==> src/rtl/link_split_rx.sv <==
// Receive side of a split-simulation link: filters words by id, buffers them in a
// credit-controlled FIFO and replays them into the local link chain one per cycle.
module link_split_rx #(
    parameter logic [31:0] ID    = 32'd0,
    parameter int unsigned DEPTH = 4
) (
    input  logic        i_clk,
    input  logic        i_rstn,
    input  logic        i_wen,
    input  logic [31:0] i_token,
    input  logic [31:0] i_clk_cnt,
    input  logic [31:0] i_id,
    input  logic        i_flush,
    input  logic        i_ready,
    output logic        o_wen,
    output logic [31:0] o_token,
    output logic [31:0] o_clk_cnt,
    output logic [31:0] o_id,
    output logic        o_credit,
    output logic        o_overflow,
    output logic [15:0] o_drop_cnt,
    output logic [15:0] o_miss_cnt
);

    localparam int unsigned PW = $clog2(DEPTH);
    localparam int unsigned CW = PW + 1;
    localparam int unsigned NW = PW + 2;

    typedef enum logic {StInit, StRun} state_e;

    state_e        state_q, state_d;
    logic [NW-1:0] pend_q, pend_d;
    logic [CW-1:0] count_q, count_d;
    logic [PW-1:0] wr_ptr_q, wr_ptr_d, rd_ptr_q, rd_ptr_d;
    logic          credit_q, credit_d;
    logic          overflow_q, overflow_d;
    logic [15:0]   drop_cnt_q, drop_cnt_d, miss_cnt_q, miss_cnt_d;
    logic          wen_q, wen_d;
    logic [31:0]   token_q, token_d, clk_cnt_q, clk_cnt_d, id_q, id_d;
    logic [95:0]   mem_q [DEPTH];
    logic [95:0]   head;

    logic match, full, push, drop, miss, pop;

    assign match = (i_id == ID) || (i_id == 32'hFFFF_FFFF);
    assign full  = (count_q == CW'(DEPTH));
    // Flush suppresses both sides of the FIFO for the cycle; a suppressed push is not a drop.
    assign push  = i_wen && match && !full && !i_flush;
    assign drop  = i_wen && match && full && !i_flush;
    assign miss  = i_wen && !match;
    assign pop   = (count_q != '0) && i_ready && !i_flush;
    assign head  = mem_q[rd_ptr_q];

    always_comb begin
        state_d    = state_q;
        pend_d     = pend_q - NW'(pend_q != '0) + NW'(pop);
        count_d    = count_q + CW'(push) - CW'(pop);
        wr_ptr_d   = push ? wr_ptr_q + PW'(1) : wr_ptr_q;
        rd_ptr_d   = pop ? rd_ptr_q + PW'(1) : rd_ptr_q;
        credit_d   = (pend_q != '0);
        overflow_d = overflow_q || drop;
        drop_cnt_d = (drop && drop_cnt_q != 16'hFFFF) ? drop_cnt_q + 16'd1 : drop_cnt_q;
        miss_cnt_d = (miss && miss_cnt_q != 16'hFFFF) ? miss_cnt_q + 16'd1 : miss_cnt_q;
        wen_d      = pop;
        token_d    = token_q;
        clk_cnt_d  = clk_cnt_q;
        id_d       = id_q;

        if (pop) begin
            token_d   = head[95:64];
            clk_cnt_d = head[63:32];
            id_d      = head[31:0];
        end

        // Every discarded entry hands its slot back to the sender.
        if (i_flush) begin
            pend_d   = pend_d + NW'(count_q);
            count_d  = '0;
            wr_ptr_d = '0;
            rd_ptr_d = '0;
        end

        if (state_q == StInit && pend_q == '0) begin
            state_d = StRun;
        end
    end

    always_ff @(posedge i_clk or negedge i_rstn) begin
        if (!i_rstn) begin
            state_q    <= StInit;
            pend_q     <= NW'(DEPTH);
            count_q    <= '0;
            wr_ptr_q   <= '0;
            rd_ptr_q   <= '0;
            credit_q   <= 1'b0;
            overflow_q <= 1'b0;
            drop_cnt_q <= '0;
            miss_cnt_q <= '0;
            wen_q      <= 1'b0;
            token_q    <= '0;
            clk_cnt_q  <= '0;
            id_q       <= '0;
        end else begin
            state_q    <= state_d;
            pend_q     <= pend_d;
            count_q    <= count_d;
            wr_ptr_q   <= wr_ptr_d;
            rd_ptr_q   <= rd_ptr_d;
            credit_q   <= credit_d;
            overflow_q <= overflow_d;
            drop_cnt_q <= drop_cnt_d;
            miss_cnt_q <= miss_cnt_d;
            wen_q      <= wen_d;
            token_q    <= token_d;
            clk_cnt_q  <= clk_cnt_d;
            id_q       <= id_d;
        end
    end

    always_ff @(posedge i_clk) begin
        if (push) begin
            mem_q[wr_ptr_q] <= {i_token, i_clk_cnt, i_id};
        end
    end

    assign o_wen      = wen_q;
    assign o_token    = token_q;
    assign o_clk_cnt  = clk_cnt_q;
    assign o_id       = id_q;
    assign o_credit   = credit_q;
    assign o_overflow = overflow_q;
    assign o_drop_cnt = drop_cnt_q;
    assign o_miss_cnt = miss_cnt_q;

endmodule
==> config.mk <==
export PLATFORM = sky130hd
export DESIGN_NAME = link_split_rx
export DESIGN_NICKNAME = d
export VERILOG_FILES = /design/src/rtl/link_split_rx.sv
export SDC_FILE = /design/constraint.sdc
export NUM_CORES = 1
export LEC_CHECK = 0
export BUFFER_PORTS_ARGS = -buffer_cell sky130_fd_sc_hd__buf_2
export CORE_MARGIN = 2
export CORE_UTILIZATION = 40
export CTS_CLUSTER_SIZE = 24
export DETAILED_ROUTE_END_ITERATION = 12
export PLACE_DENSITY = 0.67
export SLEW_MARGIN = 20
export SYNTH_ARGS = -nofsm -noshare
export SYNTH_HDL_FRONTEND = slang
export SYNTH_SLANG_ARGS = --single-unit
export TNS_END_PERCENT = 20
==> constraint.sdc <==
create_clock -name i_clk -period 4.7 [get_ports i_clk]
set_input_delay 0.47 -clock i_clk [delete_from_list [all_inputs] [get_ports i_clk]]
set_output_delay 0.47 -clock i_clk [all_outputs]
set_load 0.02 [all_outputs]
==> flow_summary_export.csv <==
group,metric,value,unit
floorplan,initial_utilization,40.2,%
cells_and_area,final_nets,1357,
setup_path,cp.arrival,3.79,ns
cts,clk_path_buf_depth,3,
grt,track_usage,16.2,%
floorplan,fp-row-count,82,
placement,portBuffers,231,
synth,ys_types,47,
pwr,vdd_drop_max,0.000305,V
synth,ys_ff_latch,526,
cells_and_area,fill_cells,4204,
cells_and_area,final_util,48.0,%
pwr,swShare,21.0,%
sta,tns,0,ns
synth,netlist_instances,972,
setup_path,slowest_stage,"nor3_1",
setup_path,end_kind,"flop",
setup_path,start_kind,"primary input",
cts,path_clk_slew,0.06,ns
cells_and_area,layout-drive-gt1-share,42.7,%
sta,setup_viol,0,
run_status,outcome,"completed",
synth,synth_edf_count,384,
drt,avgViaCountPerCell,5.16,
sta,rsz0062_at_grt,"no",
setup_path,path_cells,"buf_2 > nor4_1 > and4_1 > a22oi_2 > nor3_1 > inv_1 > ha_1 > inv_1 > ha_1 > inv_1 > fa_1 > xor2_1 > xnor2_1 > nor2_1",
floorplan,coreArea,0.0499,mm^2
sta,layout_worst_path_cycle_share,70.9,%
grt,first_global_vias,10656,
placement,place_hpwl,25.3,mm
synth,yosysTopAreaCell,"edfxtp_1",
floorplan,die_w,228,um
sta,slew_headroom,31.7,%
synth,synth_commonest_cells,"384 x edfxtp_1, 141 x dfrtp_1, 100 x mux2_2",
job,drv_cap,0,
pwr,static-leakage-power,9.18,nW
cells_and_area,fin_cells,1960,
grt,grt_pass1_wl,64.6,mm
synth,synth_flop_cell,"edfxtp_1",
cts,cts_made_buffers,54,
drt,vias,10105,
placement,dp.cells,1852,
synth,ys_warn_count,0,
floorplan,fp.dieH,228,um
placement,gp_congestion,0.793,
pwr,combPwrFrac,4.5,%
sta,fmax,300,MHz
drt,drt-initial-drc-count,618,
pwr,clkPwrFrac,44.1,%
cts,post_cts_resized,0,
floorplan,num_io_pins,232,
hold_path,hold_class,"in -> reg",
grt,antenna_found_initial,9,
setup_path,path_class,"in -> reg",
cts,htree_levels,2,
cts,cts-root-buf,"clkbuf_16",
synth,post-synth-top-count-cell,"edfxtp_1",
sta,worst_pin_slew,1.02,ns
floorplan,die-area,0.0519,mm^2
cts,clock_latency,0.60,ns
sta,maxSlewViolCount,0,
cells_and_area,area_growth,19.5,%
pwr,switching_power,2.08,mW
synth,ys_async_sr_fraction,27.0,%
cells_and_area,seqCellArea,0.0151,mm^2
pwr,p_per_area,414,mW/mm^2
grt,grt-ovfl-total,0,
cts,cts_tree,"done",
cts,ctsHoldBuffers,1,
setup_path,required,5.16,ns
cells_and_area,multi_input_area,0.00474,mm^2
synth,ys_seq_area_share,75.2,%
sta,hold_viol,0,
grt,grt_start_max_net_pins,83,
synth,syn_avg_cell_area,20.6,um^2
cts,clkSinkCount,526,
sta,clock_skew,0.0177,ns
drt,wl,41.9,mm
setup_path,path_common_cell,"inv_1",
synth,syn_nets,1092,
sta,period_minus_slack,3.33,ns
pwr,seq_power_share,51.4,%
synth,synth_area_leaders,"edfxtp_1 58%, dfrtp_1 18%, mux4_2 11%, mux2_2 5.6%, xor2_1 1.0%",
setup_path,slowest_delay,0.55,ns
drt,firstDrtPassIters,5,
setup_path,cp_max_fo,17,
drt,wl_per_cell,21.4,um
cts,post_cts_buffers,0,
synth,syn_area,0.0201,mm^2
drt,route.detailed.drc,0,
pwr,p_int,7.83,mW
synth,synth.top_cell.area_share,57.5,%
drt,final_antenna_net_count,0,
## critical path: cells and delay by family
| kind | cells | cell delay [ns] |
|---|---|---|
| simple gates | 4 | 1.50 |
| fa+ha+maj | 3 | 0.82 |
| buf+inv | 4 | 0.34 |
| compound gates | 1 | 0.33 |
| xor+xnor | 2 | 0.32 |
## cells by family after synthesis
group,count (synthesis),share of synthesized area [%]
and+or+nand+nor,124,3.73
adders and majority gates,19,1.30
AOI/OAI and AO/OA,14,0.443
muxes,198,16.5
DFF,526,75.2
xor gates and xnor gates,36,1.57
buffers and inverters,55,1.22
## metal layers
layer  vias up  track usage [%]  part of all wire (%)
li1       4436                -                     -
met1      5334             21.3                    42
met2       255             27.0                    50
met3        74             3.66                   5.3
met4         6             5.29                   2.9
met5         -                0                 0.067
## power groups by stage
stage	clock (mW)	sequential, mW	combinational, mW
after global routing	4.67	5.09	0.511
final	4.37	5.09	0.447
after global placement	0	5.18	0.438
after detailed placement	0	5.18	0.456
after floorplan	0	5.21	0.229
after CTS	4.49	5.09	0.456
## area by class of cell
cell class                 count  share of cell area [%]
clock inverter                26                    1.30
tap                          672                    3.51
inverter                      15                   0.235
multi-input combinational    391                    19.8
sequential                   526                    63.0
clock buffer                  76                    6.36
antenna                        5                  0.0522
timing repair buffer         249                    5.74
## placed cells by master (no fill, tap or decap), types with 17 or more instances in the layout
master	netlist	final
edfxtp_1	384	384
buf_2	21	230
dfrtp_1	141	139
mux2_2	100	100
mux4_2	96	96
clkbuf_16	0	54
nand4_1	23	23
xor2_1	23	23
nand3_1	17	17
## worst paths after layout
kind | from | to | slack, ns | depth (start not counted)
worst max-delay path | i_id[0] | count_q[2] | 1.37 | 14
worst min-delay path | i_token[27] | mem_q[3][91] | 0.09 | 1
worst max register to register | count_q[1] | pend_q[3] | 1.61 | 12
worst min register to register | o_miss_cnt[5] | o_miss_cnt[5] | 0.50 | 1
max in group asynchronous | i_rstn | rd_ptr_q[0] | 3.08 | 3
min in group asynchronous | i_rstn | o_id[18] | 0.54 | 2
## registers in the layout, indices dropped and copies added, names as in the netlist, 2 cells and up
signal	cells
mem_q	384
pend_q	4
wr_ptr_q	2
o_miss_cnt	16
count_q	3
o_clk_cnt	32
rd_ptr_q	2
o_id	32
o_drop_cnt	16
o_token	32
## metrics by stage
step	power [mW]	setup WS, ns	cell area [um^2]	hold slack [ns]
finish	9.91	1.37	24000	0.0860
global route	10.3	1.10	23900	0.0556
CTS	10.0	1.35	23900	0.0358
detailed placement	5.64	0.718	22100	0.486
global placement	5.62	0.741	22100	0.478
floorplan	5.44	0.488	20100	0.174
(Power assumes the default switching activity.)
